<file path="src/rtl/pc_seq_pkg.sv">
// Shared definitions for the fetch sequencer: FSM encoding, default widths
// and the one-hot phase strobe constants.
package pc_seq_pkg;

    localparam int DEF_PC_W = 8;
    localparam int DEF_IR_W = 8;
    localparam int NUM_PH   = 5;

    // Phase strobes packed as {clk5, clk4, clk3, clk2, clk1}
    localparam logic [NUM_PH-1:0] PH_NONE = 5'b00000;
    localparam logic [NUM_PH-1:0] PH1     = 5'b00001;
    localparam logic [NUM_PH-1:0] PH2     = 5'b00010;
    localparam logic [NUM_PH-1:0] PH3     = 5'b00100;
    localparam logic [NUM_PH-1:0] PH4     = 5'b01000;
    localparam logic [NUM_PH-1:0] PH5     = 5'b10000;

    typedef enum logic [1:0] {
        WAIT_PH1 = 2'd0,
        RUN      = 2'd1,
        HALTED   = 2'd2
    } seq_state_t;

endpackage

</file>
<file path="src/rtl/pc_fetch_seq_phase_check.sv">
// Combinational strobe checker: flags more than one strobe high and a
// single strobe that is not the successor of the last accepted phase.
module phase_check
    import pc_seq_pkg::*;
(
    input  logic [NUM_PH-1:0] strb,
    input  logic [NUM_PH-1:0] last_ph,
    output logic              any_hi,
    output logic              multi_hi,
    output logic              order_err
);

    logic [NUM_PH-1:0] exp_ph;

    // Successor phase is a left rotate of the last accepted one (clk5 -> clk1)
    assign exp_ph    = {last_ph[NUM_PH-2:0], last_ph[NUM_PH-1]};
    assign any_hi    = |strb;
    // Clearing the lowest set bit leaves something only when two or more are set
    assign multi_hi  = |(strb & (strb - NUM_PH'(1)));
    assign order_err = any_hi && !multi_hi && (strb != exp_ph);

endmodule

</file>
<file path="src/rtl/pc_fetch_seq.sv">
// Five-phase instruction fetch sequencer: fetch address on clk1, memory read
// on clk3, branch capture on clk4, PC update and retire on clk5.
module pc_fetch_seq
    import pc_seq_pkg::*;
#(
    parameter int             PC_W     = DEF_PC_W,
    parameter int             IR_W     = DEF_IR_W,
    parameter logic [PC_W-1:0] RESET_PC = '0
) (
    input  logic            clk_in,
    input  logic            rst,
    input  logic            clk1,
    input  logic            clk2,
    input  logic            clk3,
    input  logic            clk4,
    input  logic            clk5,
    input  logic [IR_W-1:0] mem_data,
    input  logic            branch_en,
    input  logic [PC_W-1:0] branch_addr,
    input  logic            halt,
    input  logic            resume,
    output logic [PC_W-1:0] pc,
    output logic [PC_W-1:0] mem_addr,
    output logic            mem_rd,
    output logic [IR_W-1:0] ir,
    output logic            ir_valid,
    output logic [15:0]     retired,
    output logic            phase_err
);

    seq_state_t        state, state_nx;
    logic [NUM_PH-1:0] strb, last_ph;
    logic              any_hi, multi_hi, order_err;
    logic              accept, do_fetch, do_rd, do_load, do_cap, do_retire, do_err;
    logic              pend_en;
    logic [PC_W-1:0]   pend_addr;

    assign strb = {clk5, clk4, clk3, clk2, clk1};

    phase_check u_phase_check (
        .strb      (strb),
        .last_ph   (last_ph),
        .any_hi    (any_hi),
        .multi_hi  (multi_hi),
        .order_err (order_err)
    );

    // State register; reset drops any instruction in flight
    always_ff @(posedge clk_in or posedge rst) begin
        if (rst) state <= WAIT_PH1;
        else     state <= state_nx;
    end

    // Next state and per-phase action decode
    always_comb begin
        state_nx  = state;
        accept    = 1'b0;
        do_fetch  = 1'b0;
        do_rd     = 1'b0;
        do_load   = 1'b0;
        do_cap    = 1'b0;
        do_retire = 1'b0;
        do_err    = 1'b0;
        case (state)
            WAIT_PH1: begin
                if (multi_hi) begin
                    do_err = 1'b1;
                end else if (strb == PH1) begin
                    state_nx = RUN;
                    accept   = 1'b1;
                    do_fetch = 1'b1;
                end
            end
            RUN: begin
                if (multi_hi || order_err) begin
                    // Abandon the instruction; pc/retired are untouched
                    do_err   = 1'b1;
                    state_nx = WAIT_PH1;
                end else if (any_hi) begin
                    accept    = 1'b1;
                    do_fetch  = (strb == PH1);
                    do_rd     = (strb == PH2);
                    do_load   = (strb == PH3);
                    do_cap    = (strb == PH4);
                    do_retire = (strb == PH5);
                    if (strb == PH5 && halt) state_nx = HALTED;
                end
            end
            HALTED: begin
                if (resume) state_nx = WAIT_PH1;
            end
            default: state_nx = WAIT_PH1;
        endcase
    end

    // Datapath registers driven by the decoded phase actions
    always_ff @(posedge clk_in or posedge rst) begin
        if (rst) begin
            last_ph   <= PH5;
            pc        <= RESET_PC;
            mem_addr  <= RESET_PC;
            mem_rd    <= 1'b0;
            ir        <= '0;
            ir_valid  <= 1'b0;
            pend_en   <= 1'b0;
            pend_addr <= '0;
            retired   <= '0;
            phase_err <= 1'b0;
        end else begin
            mem_rd   <= do_rd;
            ir_valid <= do_load;
            if (accept)   last_ph  <= strb;
            if (do_fetch) mem_addr <= pc;
            if (do_load)  ir       <= mem_data;
            if (do_cap) begin
                pend_en   <= branch_en;
                pend_addr <= branch_addr;
            end
            if (do_retire) begin
                pc      <= pend_en ? pend_addr : pc + PC_W'(1);
                retired <= retired + 16'd1;
            end
            if (do_err) phase_err <= 1'b1;
        end
    end

endmodule

</file>
<file path="config.mk">
export PLATFORM = sky130hd
export DESIGN_NAME = pc_fetch_seq
export DESIGN_NICKNAME = d
export VERILOG_FILES = /design/src/rtl/pc_seq_pkg.sv /design/src/rtl/pc_fetch_seq_phase_check.sv /design/src/rtl/pc_fetch_seq.sv
export SDC_FILE = /design/constraint.sdc
export NUM_CORES = 1
export LEC_CHECK = 0
export BUFFER_PORTS_ARGS = -buffer_cell sky130_fd_sc_hd__buf_2
export CAP_MARGIN = 40
export CELL_PAD_IN_SITES_DETAIL_PLACEMENT = 0
export CELL_PAD_IN_SITES_GLOBAL_PLACEMENT = 1
export CORE_UTILIZATION = 47
export CTS_BUF_LIST = sky130_fd_sc_hd__clkbuf_4 sky130_fd_sc_hd__clkbuf_8
export DETAILED_ROUTE_END_ITERATION = 7
export GPL_TIMING_DRIVEN = 0
export PLACE_DENSITY_LB_ADDON = 0.1
export REMOVE_ABC_BUFFERS = 1
export SETUP_SLACK_MARGIN = 0.3
export SLEW_MARGIN = 20
export SYNTH_ARGS = -nofsm -noshare
export SYNTH_HDL_FRONTEND = slang
export SYNTH_SLANG_ARGS = --single-unit
</file>
<file path="constraint.sdc">
create_clock -name clk_in -period 5.5 [get_ports clk_in]
set_input_delay 1.1 -clock clk_in [delete_from_list [all_inputs] [get_ports clk_in]]
set_output_delay 1.1 -clock clk_in [all_outputs]
set_load 0.1 [all_outputs]
</file>
Word-level counts from Yosys, hierarchy flattened
Index checks and enable logic that the tools add are counted.
{"block": "totals", "elab_cells": 68, "ff_bits": 59, "in_bits": 26, "output_inout_bits": 43}
{"block": "op_classes", "n_mux": 31, "eq_ne": 13, "n_reduce_logical": 9, "n_addsub": 3, "bitwise": 1}
{"op": "$mux 1", "count": 20}
{"op": "$add 16x1->16 const B", "count": 1}
{"op": "$mux 2", "count": 6}
{"op": "$reduce_or 5->1", "count": 2}
{"op": "$add 8x1->8 const B", "count": 1}
{"op": "$mux 8", "count": 1}
{"op": "$ne 2x2->1 const B", "count": 3}
{"op": "$pmux 1 s2", "count": 3}
{"op": "$pmux 2 s3", "count": 1}
{"op": "$and 5x5->5", "count": 1}
{"op": "$eq 5x1->1 const B", "count": 1}
{"op": "$eq 5x2->1 const B", "count": 1}
{"op": "$eq 5x3->1 const B", "count": 1}
{"op": "$eq 5x4->1 const B", "count": 1}
{"op": "$eq 5x5->1 const B", "count": 1}
{"op": "$ne 5x5->1", "count": 1}
{"op": "$reduce_and 5->1", "count": 1}
{"op": "$sub 5x1->5 const B", "count": 1}
{"op": "$logic_and 1x1->1", "count": 3}
{"op": "$ne 3x2->1 const B", "count": 1}
{"op": "$ne 3x3->1 const B", "count": 1}
{"op": "$eq 2x1->1 const B", "count": 1}
{"op": "$eq 2x2->1 const B", "count": 1}
{"op": "$logic_not 2->1", "count": 1}
{"op": "2 further kinds", "count": 2}

Longest topological paths before layout
Gate-level depths: netlist of the first run.
{"block": "depth", "depth_word": 9, "mapped_depth": 8, "ltp_nobuf": 5}

Cells and area by module
Synthesis of the first run repeated with hierarchy kept, for this count alone.
{"block": "hier_totals", "cells_unflattened": 244, "hier_area_um2": 2800.2}
{"module": "pc_fetch_seq", "cells_each": 223, "instances": 1, "area_per_inst_um2": 2653.8}
{"module": "phase_check", "cells_each": 21, "instances": 1, "area_per_inst_um2": 146.4}

Worst setup path after synthesis of the first run
Ideal clock, no wire load.
{"block": "synth_path", "path_kind": "input to register", "start": "input port clk4", "end": "register pend_addr[0]", "path_stages": 6, "setup_ps": 125, "slack_ps": 2666, "arrival_time_ps": 2709, "required_time_ps": 5375, "cell_sequence": "buf_6 -> or3_4 -> o221a_4 -> nor3_4 -> nand4b_4 -> mux2_4"}
{"block": "synth_between", "elab_chain_len": 9, "word_cells_on_any_way": 13, "cone_classes": "add/sub (1); eq/ne (2); mux (3); bitwise (1); reduce/logical (6)"}
{"item": "start: declaration", "line_no": "pc_fetch_seq.sv:15", "source": "input logic clk4,"}
{"item": "$sub 5x1->5", "line_no": "pc_fetch_seq_phase_check.sv:19", "source": "assign multi_hi = |(strb & (strb - NUM_PH'(1)));"}
{"item": "$and 5x5->5", "line_no": "pc_fetch_seq_phase_check.sv:19"}
{"item": "$reduce_or 5->1", "line_no": "pc_fetch_seq_phase_check.sv:19"}
{"item": "$logic_not 1->1", "line_no": "pc_fetch_seq_phase_check.sv:20", "source": "assign order_err = any_hi && !multi_hi && (strb != exp_ph);"}
{"item": "$logic_and 1x1->1 (2 in a row)", "line_no": "pc_fetch_seq_phase_check.sv:20"}
{"item": "$logic_or 1x1->1", "line_no": "pc_fetch_seq.sv:75", "source": "if (multi_hi || order_err) begin"}
{"item": "$mux 1 *", "line_no": "pc_fetch_seq.sv:75"}
{"item": "$mux 1 *", "line_no": "pc_fetch_seq.sv:64", "source": "case (state)"}
{"item": "end signal: assignment", "line_no": "pc_fetch_seq.sv:117", "source": "pend_addr <= branch_addr;"}
{"item": "end: declaration", "line_no": "pc_fetch_seq.sv:36", "source": "logic [PC_W-1:0] pend_addr;"}
Mark *: on every way between the ends. The rest lies on a longest branch, timed or not.
A chain may end at the register's enable or synchronous reset.

Final worst setup path of the first run
{"block": "layout_path", "start": "input port clk4", "end": "register ir[2]"}
{"block": "layout_between", "elab_chain_len": 9, "word_cells_on_any_way": 13, "cone_classes": "add/sub (1); eq/ne (2); mux (3); bitwise (1); reduce/logical (6)"}
{"item": "$sub 5x1->5", "line_no": "pc_fetch_seq_phase_check.sv:19"}
{"item": "$and 5x5->5", "line_no": "pc_fetch_seq_phase_check.sv:19"}
{"item": "$reduce_or 5->1", "line_no": "pc_fetch_seq_phase_check.sv:19"}
{"item": "$logic_not 1->1", "line_no": "pc_fetch_seq_phase_check.sv:20"}
{"item": "$logic_and 1x1->1 (2 in a row)", "line_no": "pc_fetch_seq_phase_check.sv:20"}
{"item": "$logic_or 1x1->1", "line_no": "pc_fetch_seq.sv:75"}
{"item": "$mux 1 *", "line_no": "pc_fetch_seq.sv:75"}
{"item": "$mux 1 *", "line_no": "pc_fetch_seq.sv:64"}
{"item": "end signal: assignment", "line_no": "pc_fetch_seq.sv:114", "source": "if (do_load) ir <= mem_data;"}
{"item": "end: declaration", "line_no": "pc_fetch_seq.sv:25", "source": "output logic [IR_W-1:0] ir,"}
Marks and branches as above.

==> flow_summary_export.csv, run 1 <==
group,metric,value,unit
drt,detail_route.wl_per_cell,15.1,microns
setup_path,timing.critical_path.slowest_cell_delay,0.59,ns
setup_path,worstSetupStartpointType,"input pin",
clocking,post-cts-setup-buffer-count,0,
clocking,later_pin_clock_latency_in_the_skew_report,0.33,ns
yosys,synth_async_sr_flop_share,100,%
yosys,synth_largest_type_area_fraction,49.8,%
yosys,synth.yosys.seq_area_share,50.8,%
setup_path,path_cells,"buf_2 -> xor2_1 -> or3b_1 -> nor3_4 -> nand2_2 -> mux2_1",
grt,grt_start_max_net_pins,48,
setup_path,critical-path-slowest-cell,"sky130_fd_sc_hd__or3b_1",
clocking,buffer_depth_of_the_longest_clock_path,2,
drt,vias_per_std_cell,5.41,
drt,detailroute.via_count,2087,
yosys,synth-seq-cells,59,
timing,period_share,55.0,%
timing,slew_violations,0,
timing,worst_slew_margin_rel,63.0,%
setup_path,timing.reg2reg.worst_path_depth,5,
timing,timing_worst_slew_pin_value,0.555,ns
die,die_width,80.7,microns
timing,rsz0062_at_grt,"false",
layout,n_fill_cell,555,
run,cap_viol_max_count,0,
yosys,synth_flop_cell,"sky130_fd_sc_hd__dfrtp_1",
pwr,leakagePower,1.87,nW
worst_hold_path,path_class_of_the_lowest_slack_min_delay_path,"reg -> reg",
setup_path,timing.critical_path.required,5.72,ns
drt,drt_wl_total,5.83,mm
timing,clock-skew-final,0.00574,ns
clocking,htreeDepth,3,
drt,drcViolationCount,0,
placed_design,port-buffer-count,68,
grt,global_route.overflow_total,0,
timing,setup_viol,0,
yosys,postSynthCellCount,239,
clocking,clock_sinks,59,
clocking,ctsResizeCount,0,
timing,period_needed,3.02,ns
pwr,power_per_cell_area,237,nW/um^2
clocking,hold_buffers,0,
timing,finalHoldViolations,0,
layout,post_layout_nonfiller_instances,386,
placed_design,dpl.hpwl,4.06,mm
setup_path,worst_setup_path_type,"in -> reg",
die,floorplan.initialDensity,48.9,%
placed_design,dp.cells,372,
worst_hold_path,worstHoldPathCells,2,
yosys,top_post_synthesis_cells_by_area,"sky130_fd_sc_hd__dfrtp_1 (50%), sky130_fd_sc_hd__mux2_1 (6.6%), sky130_fd_sc_hd__xnor2_1 (4.8%)",
clocking,tritoncts,"built",
clocking,clk_pin_slew,0.06,ns
yosys,synthDistinctLibCells,51,
grt,grt_use_total,19.9,%
die,dieArea,6510,sq um
grt,grt_antenna_before_repair,0,
die,number_of_primary_i_o_pins,69,
yosys,netlist_area,2910,sq um
layout,antenna_cells_inserted,0,
layout,final_layout_size_suffix_gt1_share,36.0,%
drt,firstDrtPassIters,4,
clocking,total_clock_buffers_created_by_cts,9,
setup_path,crit_fanout,13,
grt,first_global_vias,2004,
yosys,synth_enable_flop_cells,0,
timing,timing.fmax,331,MHz
die,floorplan.rows,28,
placed_design,place_congestion,0.753,
timing,final.setup.tns,0,ns
layout,area_growth_syn_to_layout,19.0,%
pwr,ir_worst_vdd,0.000153,V
die,floorplan.core_area,5960,sq um
yosys,yosysWarningCount,0,
run_status,status,"complete, no violations",
grt,wire_length_of_the_first_global_routing_pass,9.58,mm
yosys,synth.avg_cell_area,12.2,sq um
drt,detail_route.iter0.violations,80,
layout,design.final.nets,336,
setup_path,worstPathArrival,3.24,ns
drt,antenna_violating_nets_post_route,0,
clocking,clockRootBuffer,"sky130_fd_sc_hd__clkbuf_8",
die,die_h,80.7,microns
setup_path,worstSetupEndpointType,"register",
timing,finalHoldWorstSlack,0.471,ns
yosys,post-synth-top-area-cell,"sky130_fd_sc_hd__dfrtp_1",
layout,finalCoreUtilization,58.2,%
critical path, delay by kind of cell:
| family | cells | cell delay [ns] |
|---|---|---|
| muxes | 1 | 0.38 |
| and+or+nand+nor | 3 | 1.42 |
| buffers and inverters | 1 | 0.16 |
| xor gates and xnor gates | 1 | 0.17 |
where the power goes:
| group | internal (mW) | switching (mW) |
|---|---|---|
| Sequential | 0.435 | 0.000560 |
| Clock | 0.180 | 0.163 |
| Combinational | 0.0155 | 0.0273 |
final cells by class:
class | instances | area, sq um | share of cell area, %
sequential | 59 | 1480 | 42.6
multi-input combinational | 165 | 1330 | 38.4
timing repair buffer | 70 | 383 | 11.0
clock buffer | 11 | 151 | 4.37
tap | 75 | 93.8 | 2.71
clock inverter | 3 | 15.0 | 0.433
inverter | 3 | 13.8 | 0.397
stage by stage:
step	area, sq um	setup WS [ns]	total power, mW
final	3470	2.48	0.822
after global placement	3250	2.05	0.484
after global routing	3470	2.39	0.855
after detailed placement	3300	2.11	0.487
after floorplan	2820	2.58	0.466
after CTS	3470	2.45	0.834
sequential cells by signal (all words and copies together) (netlist names):
signal	count
ir	8
ir_valid	1
last_ph	5
mem_addr	8
mem_rd	1
pc	8
pend_addr	8
pend_en	1
phase_err	1
retired	16
state	2
per-layer routing:
metal / global-route usage, % / wire length [microns]
met4: 9.46 / 93
met1: 26.1 / 2710
met5: 0 / 0
met2: 30.3 / 2800
met3: 5.45 / 229
path summary, 6_finish.rpt:
check / slack [ns] / startpoint / to
setup / recovery: 2.48 / clk4 / ir[2]
setup reg to reg: 2.91 / state[0] / ir[2]
hold reg to reg: 0.47 / last_ph[4] / last_ph[4]
max in group asynchronous: 4.28 / rst / last_ph[4]
min in group asynchronous: 0.68 / rst / ir[5]
hold / removal: 0.47 / last_ph[4] / last_ph[4]
cell usage after synthesis (2+ instances only):
master                      n
sky130_fd_sc_hd__nand3b_1   6
sky130_fd_sc_hd__nand3_1   16
sky130_fd_sc_hd__and2_1     5
sky130_fd_sc_hd__xnor2_1   16
sky130_fd_sc_hd__buf_6      3
sky130_fd_sc_hd__mux2_1    17
sky130_fd_sc_hd__nand2_1   16
sky130_fd_sc_hd__nand4_1    5
sky130_fd_sc_hd__and3_1     9
sky130_fd_sc_hd__o221a_2    6
sky130_fd_sc_hd__mux2_4     9
sky130_fd_sc_hd__dfrtp_1   58
sky130_fd_sc_hd__nor3_1     2
sky130_fd_sc_hd__ha_1       2
sky130_fd_sc_hd__nor4_1     3
sky130_fd_sc_hd__mux2i_1    2
sky130_fd_sc_hd__xor2_1     4
sky130_fd_sc_hd__inv_1      3
sky130_fd_sc_hd__buf_2      5
sky130_fd_sc_hd__nor2_1    12
sky130_fd_sc_hd__nor3_4     3
sky130_fd_sc_hd__a21oi_1    8
cell families (layout without fill, tap and decap cells):
logic type | Yosys count | after routing | share of synthesized area [%]
DFF | 59 | 59 | 50.8
and+or+nand+nor | 92 | 92 | 20.3
buffers and inverters | 15 | 87 | 3.52
adders and majority gates | 3 | 3 | 1.20
muxes | 28 | 28 | 11.9
xor gates and xnor gates | 20 | 20 | 6.02
AOI/OAI and AO/OA | 22 | 22 | 6.27
cell usage in the layout, fill, tap and decap left out, types with 3 or more instances in the layout:
cell type,Yosys,final
sky130_fd_sc_hd__buf_2,5,68
sky130_fd_sc_hd__dfrtp_1,58,58
sky130_fd_sc_hd__mux2_1,17,17
sky130_fd_sc_hd__nand3_1,16,16
sky130_fd_sc_hd__xnor2_1,16,16
sky130_fd_sc_hd__nand2_1,16,16
sky130_fd_sc_hd__nor2_1,12,12
sky130_fd_sc_hd__clkbuf_8,1,11
sky130_fd_sc_hd__and3_1,9,9
sky130_fd_sc_hd__mux2_4,9,9
sky130_fd_sc_hd__a21oi_1,8,8
sky130_fd_sc_hd__nand3b_1,6,6
sky130_fd_sc_hd__o221a_2,6,6
sky130_fd_sc_hd__and2_1,5,5
sky130_fd_sc_hd__nand4_1,5,5
sky130_fd_sc_hd__xor2_1,4,4
sky130_fd_sc_hd__nor3_4,3,3
sky130_fd_sc_hd__nor4_1,3,3
sky130_fd_sc_hd__clkinv_2,0,3
(Power assumes the default switching activity.)
==> inputs of run 2 (changes only) <==
- CORE_UTILIZATION: 47 -> 39
- clock period: 5.5 -> 2.45 ns (I/O delays scaled with it)
==> run 2 against run 1 <==
  * Clock power grew to 2.5 times the previous value
  * Flip-flop and latch count stayed put
  * Core utilization down 8.6 points
  * First-iteration DRC count is 38% lower
  * Critical path type unchanged
  * Critical endpoint is now mem_addr[4]
  * Largest power group unchanged
==> flow_summary_export.csv, run 2 (synthesis gave the netlist of run 1 again) <==
group,metric,value,unit
pwr,share_comb_of_total_power,5.1,%
grt,wire_length_of_the_first_global_routing_pass,9.76,mm
placed_design,dp.cells,396,
grt,grt_antenna_before_repair,0,
timing,timing_worst_slew_pin_value,0.518,ns
die,floorplan.rows,31,
setup_path,rr_endpoint,"pend_addr[0]",
setup_path,timing.critical_path.to,"mem_addr[4]",
pwr,leakagePower,1.93,nW
worst_hold_path,path_class_of_the_lowest_slack_min_delay_path,"in -> async",
timing,period_needed,2.06,ns
drt,detail_route.iter0.violations,50,
drt,detail_route.wl_per_cell,14.2,microns
clocking,clock_sinks,59,
drt,drt_wl_total,5.92,mm
layout,antenna_cells_inserted,0,
layout,final_common_cell,"sky130_fd_sc_hd__buf_2",
die,die_width,88.4,microns
timing,slew_violations,0,
clocking,htreeDepth,3,
placed_design,port-buffer-count,68,
die,dieArea,7820,sq um
grt,first_global_vias,2022,
drt,firstDrtPassIters,6,
setup_path,worst_setup_path_type,"in -> reg",
timing,finalHoldViolations,0,
setup_path,reg2reg_slack,0.40,ns
drt,antenna_violating_nets_post_route,0,
pwr,ir_worst_vdd,0.000301,V
clocking,tritoncts,"built",
pwr,power_internal,1.51,mW
timing,final.setup.tns,0,ns
placed_design,post_placement_cell_area,3330,sq um
drt,vias_per_std_cell,5.01,
drt,drcViolationCount,0,
setup_path,worstPathArrival,2.27,ns
layout,final_area,3600,sq um
setup_path,reg2reg_from,"state[0]",
pwr,seq_power_share,50.5,%
pwr,total_power,1.93,mW
die,die_h,88.4,microns
setup_path,crit_start,"clk4",
layout,mostFrequentLayoutCells,"sky130_fd_sc_hd__buf_2 (68), sky130_fd_sc_hd__dfrtp_1 (58), sky130_fd_sc_hd__mux2_1 (17)",
timing,timing.fmax,486,MHz
pwr,switching_share,21.9,%
clocking,clk_pin_slew,0.07,ns
layout,area_growth_syn_to_layout,23.5,%
grt,grt_use_total,16.7,%
layout,design.final.nets,340,
timing,period_share,84.0,%
setup_path,timing.critical_path.required,2.66,ns
placed_design,place_congestion,0.718,
pwr,power_per_cell_area,538,nW/um^2
timing,worst_slew_margin_rel,65.1,%
clocking,clockRootBuffer,"sky130_fd_sc_hd__clkbuf_8",
setup_path,worstSetupEndpointType,"register",
die,floorplan.core_area,7250,sq um
timing,rsz0062_at_grt,"false",
grt,global_route.overflow_total,0,
setup_path,worstSetupStartpointType,"input pin",
drt,detailroute.via_count,2085,
clocking,later_pin_clock_latency_in_the_skew_report,0.34,ns
timing,setup_viol,0,
placed_design,dpl.hpwl,4.15,mm
die,floorplan.initialDensity,40.1,%
pwr,net_switching_power,0.423,mW
layout,largest_reg_flops,16,
clocking,total_clock_buffers_created_by_cts,9,
pwr,power.clock.fraction,44.4,%
die,number_of_primary_i_o_pins,69,
timing,clock-skew-final,0.00936,ns
grt,grt_start_max_net_pins,45,
setup_path,timing.reg2reg.worst_path_depth,6,
layout,post_layout_nonfiller_instances,416,
layout,regMostFlops,"retired",
clocking,buffer_depth_of_the_longest_clock_path,2,
run,cap_viol_max_count,0,
setup_path,crit_fanout,9,
layout,final_layout_size_suffix_gt1_share,38.5,%
run_status,status,"complete, no violations",
## run 2: cell type report
type                    count  area [sq um]
well taps                  99           124
multi-input cells         165          1350
clock inverters             1          5.00
clock buffers              15           194
flip-flops and latches     59          1480
inverters                   3          13.8
repair buffers             74           429
fillers                   689          3660
## run 2: metrics by stage
stage,setup WS [ns],util [%],hold slack [ns]
after global routing,0.311,49.6,0.0955
after CTS,0.304,49.3,0.0762
after floorplan,0.135,-,0.453
final,0.393,49.6,0.0769
after detailed placement,-0.337,45.9,0.438
after global placement,-0.369,45.3,0.455
## run 2: timing repair
item                                    in CTS  in global routing
gates cloned                                 0                  0
hold endpoints to repair                     0                  0
buffers inserted                             4                  0
endpoints found under the setup margin      50                 27
hold buffers                                 0                  0
pin swaps                                    3                  1
gates resized for setup                      2                  5
## run 2: power by group through the flow
stage	logic, mW	registers, mW	clock network (mW)
after floorplan	0.0456	1.00	0
after global placement	0.0925	0.995	0
after detailed placement	0.0990	0.995	0
after CTS	0.0993	0.977	0.883
after global routing	0.110	0.977	0.923
final	0.0988	0.977	0.858
## run 2: per-layer routing
metal | GRT usage, % | share of wire (%) | vias to the layer above
met5 | 0 | 0 | -
met4 | 7.62 | 1.6 | 0
met3 | 5.13 | 5.8 | 8
met2 | 24.7 | 43 | 57
met1 | 22.6 | 50 | 1008
li1 | - | - | 1012
## run 2: worst max-delay path: stages
cell and delay [ns]:
sky130_fd_sc_hd__buf_2 0.17, sky130_fd_sc_hd__or3_4 0.43, sky130_fd_sc_hd__o221ai_1 0.34, sky130_fd_sc_hd__nand4_1 0.15, sky130_fd_sc_hd__a21o_2 0.34, sky130_fd_sc_hd__mux2_1 0.34
## run 2: worst min-delay path by stage
| stage | start | endpoint | slack (ns) | depth (start not counted) |
|---|---|---|---|---|
| after floorplan | last_ph[4] | last_ph[4] | 0.45 | 2 |
| after global placement | retired[15] | retired[15] | 0.46 | 1 |
| after detailed placement | rst | mem_addr[1] | 0.44 | 2 |
| after CTS | rst | pend_addr[7] | 0.08 | 2 |
| after global routing | rst | pend_addr[2] | 0.1 | 2 |
| final | rst | mem_addr[6] | 0.08 | 2 |
==> inputs of run 3 (changes only) <==
- ABC_AREA: unset -> 1
- CORE_UTILIZATION: 39 -> 37
- clock period: 2.45 -> 1.7 ns (I/O delays scaled with it)
==> run 3 against run 2 <==
  * The run now ends with setup timing left
  * Via count up 43%
  * Clock skew down 0.00054 ns
  * Critical path depth up 5
  * First-iteration DRC count rose to 2.5 times the previous value
  * Synthesized cell count up 67%
  * Worst setup slack worse by 0.41 ns
  * Register-to-register slack worse by 0.41 ns
  * Combinational power rose to 3.1 times the previous value
  * Critical endpoint is now pend_addr[0]
  * Largest power group is now the clock network
==> flow_summary_export.csv, run 3 <==
group,metric,value,unit
die,floorplan.rows,33,
grt,grt_use_total,22.0,%
yosys,netlist_area,3250,sq um
grt,grt_antenna_before_repair,0,
drt,antenna_violating_nets_post_route,0,
clocking,total_clock_buffers_created_by_cts,9,
timing,layout_setup_ws,-0.0125,ns
clocking,clockRootBuffer,"sky130_fd_sc_hd__clkbuf_8",
layout,finalCoreUtilization,57.1,%
timing,finalHoldViolations,0,
layout,mostFrequentLayoutCells,"sky130_fd_sc_hd__nand2_1 (115), sky130_fd_sc_hd__nand3_1 (39), sky130_fd_sc_hd__dfrtp_1 (38)",
timing,timing.fmax,584,MHz
yosys,yosysWarningCount,0,
clocking,clk_pin_slew,0.07,ns
die,die_width,95.7,microns
pwr,ir_worst_vdd,0.000364,V
grt,global_route.overflow_total,0,
layout,antenna_cells_inserted,0,
yosys,synth_enable_flop_cells,0,
layout,final_layout_size_suffix_gt1_share,43.8,%
setup_path,worstSetupStartpointType,"register",
layout,area_growth_syn_to_layout,46.6,%
yosys,ys_top_cells_by_count,"sky130_fd_sc_hd__nand2_1 (144), sky130_fd_sc_hd__dfrtp_1 (58), sky130_fd_sc_hd__nand3_1 (45), sky130_fd_sc_hd__inv_1 (39), sky130_fd_sc_hd__o21ai_2 (20)",
drt,detailroute.via_count,2990,
clocking,tritoncts,"built",
timing,timing_worst_slew_pin_value,0.993,ns
clocking,buffer_depth_of_the_longest_clock_path,2,
grt,wire_length_of_the_first_global_routing_pass,15.0,mm
yosys,top_post_synthesis_cells_by_area,"sky130_fd_sc_hd__dfrtp_1 (45%), sky130_fd_sc_hd__nand2_1 (17%), sky130_fd_sc_hd__nand3_1 (6.9%)",
run_status,status,"complete, but fails checks",
drt,detail_route.wl_per_cell,15.0,microns
yosys,synth_flop_cell,"sky130_fd_sc_hd__dfrtp_1",
clocking,later_pin_clock_latency_in_the_skew_report,0.33,ns
yosys,synthDistinctLibCells,30,
layout,largest_reg_flops,16,
yosys,synth-seq-cells,59,
timing,slew_violations,0,
timing,worst_slew_margin_rel,33.3,%
layout,n_fill_cell,786,
drt,firstDrtPassIters,4,
drt,detail_route.iter0.violations,127,
grt,first_global_vias,2860,
setup_path,worst_setup_path_type,"reg -> reg",
timing,rsz0062_at_grt,"true",
worst_hold_path,path_class_of_the_lowest_slack_min_delay_path,"in -> reg",
pwr,total_power,3.25,mW
layout,final_area,4760,sq um
drt,drt_wl_total,9.20,mm
timing,finalHoldWorstSlack,0.230,ns
placed_design,port-buffer-count,68,
layout,post_layout_nonfiller_instances,612,
timing,clock-skew-final,0.00882,ns
yosys,synth_largest_type_area_fraction,44.7,%
placed_design,post_placement_cell_area,3640,sq um
die,dieArea,9160,sq um
layout,design.final.nets,530,
yosys,synth.avg_cell_area,8.14,sq um
drt,vias_per_std_cell,4.89,
run,cap_viol_max_count,0,
yosys,post-synth-top-area-cell,"sky130_fd_sc_hd__dfrtp_1",
setup_path,worstSetupEndpointType,"register",
placed_design,dp.cells,561,
placed_design,place_congestion,0.729,
clocking,htreeDepth,3,
clocking,clock_sinks,59,
setup_path,crit_fanout,5,
yosys,synth.yosys.seq_area_share,45.5,%
layout,final_common_cell,"sky130_fd_sc_hd__nand2_1",
placed_design,dpl.hpwl,5.11,mm
yosys,synth_async_sr_flop_share,100,%
worst_hold_path,worstHoldPathCells,3,
run_status,failed_checks,"setup timing",
pwr,leakagePower,2.37,nW
setup_path,timing.critical_path.required,1.97,ns
timing,period_needed,1.71,ns
timing,setup_viol,6,
die,floorplan.core_area,8340,sq um
setup_path,timing.reg2reg.worst_path_depth,11,
drt,drcViolationCount,0,
die,die_h,95.7,microns
setup_path,worstPathArrival,1.98,ns
layout,regMostFlops,"retired",
pwr,power_per_cell_area,682,nW/um^2
grt,grt_start_max_net_pins,35,
die,floorplan.initialDensity,39.0,%
timing,period_share,101,%
yosys,yosys.cell_count.top_type,"sky130_fd_sc_hd__nand2_1",
die,number_of_primary_i_o_pins,69,
yosys,postSynthCellCount,399,
## run 3: metrics by stage
stage,TNS (ns),setup WS [ns]
6_report,-0.0376,-0.0125
3_3_place_gp,-77.87,-0.993
2_1_floorplan,-9.88,-0.344
3_5_place_dp,-20.54,-0.577
5_1_grt,-5.23,-0.149
4_1_cts,-0.135,-0.0199
## run 3: area by class of cell
| class | instances | area, sq um | area share [%] |
|---|---|---|---|
| Clock buffer | 11 | 151 | 3.18 |
| Tap cell | 105 | 131 | 2.76 |
| Timing Repair Buffer | 93 | 896 | 18.8 |
| Sequential cell | 59 | 1500 | 31.5 |
| Inverter | 44 | 171 | 3.60 |
| Multi-Input combinational cell | 295 | 1840 | 38.5 |
| Clock inverter | 5 | 75.1 | 1.58 |
## run 3: cells by family (layout without fill, tap and decap cells)
| family | Yosys count | in the layout | synth area share (%) |
|---|---|---|---|
| xor gates and xnor gates | 18 | 18 | 4.85 |
| buffers and inverters | 56 | 153 | 8.32 |
| adders and majority gates | 2 | 2 | 0.770 |
| DFF | 59 | 59 | 45.5 |
| and+or+nand+nor | 235 | 246 | 33.8 |
| AOI/OAI and AO/OA | 29 | 29 | 6.78 |
## run 3: report_power, final
part | leakage, nW | total [mW] | internal (mW) | switching [mW]
Sequential | 0.777 | 1.46 | 1.43 | 0.0207
Clock | 0.119 | 1.49 | 0.899 | 0.593
Combinational | 1.48 | 0.303 | 0.121 | 0.182
Total | 2.37 | 3.25 | 2.45 | 0.796
## run 3: worst max-delay path: stages (launching register included)
cell and delay, ns:
sky130_fd_sc_hd__dfstp_2 0.54, sky130_fd_sc_hd__inv_2 0.03, sky130_fd_sc_hd__nand2_1 0.04, sky130_fd_sc_hd__nand2_1 0.05, sky130_fd_sc_hd__nor2_1 0.12, sky130_fd_sc_hd__nand3_2 0.13, sky130_fd_sc_hd__nand2_8 0.13, sky130_fd_sc_hd__nand2_8 0.09
sky130_fd_sc_hd__nor2_8 0.19, sky130_fd_sc_hd__buf_6 0.17, sky130_fd_sc_hd__nand3_4 0.07, sky130_fd_sc_hd__nand2_2 0.09
## run 3: timing repair
action	in CTS	in global routing
resized for setup	120	51
pin swaps	15	14
hold endpoints to repair	17	0
cloned	11	0
hold buffers	1	0
setup endpoints to repair	101	71
buffers inserted	20	3
## run 3: metal layers
layer | vias up | share of wire, % | track usage, %
met1 | 1394 | 48 | 31.0
met4 | 0 | 2.1 | 7.46
met3 | 17 | 4.3 | 3.63
met2 | 84 | 46 | 34.2
li1 | 1495 | - | -
met5 | - | 0 | 0
## run 3: final timing paths
kind                                start            to  slack [ns]
setup / recovery               last_ph[4]  pend_addr[0]       -0.01
hold / removal             branch_addr[7]  pend_addr[7]        0.23
setup reg to reg               last_ph[4]  pend_addr[0]       -0.01
hold reg to reg              pend_addr[3]  pend_addr[3]        0.47
max in group asynchronous             rst    last_ph[4]        0.60
min in group asynchronous             rst      ir_valid        0.53
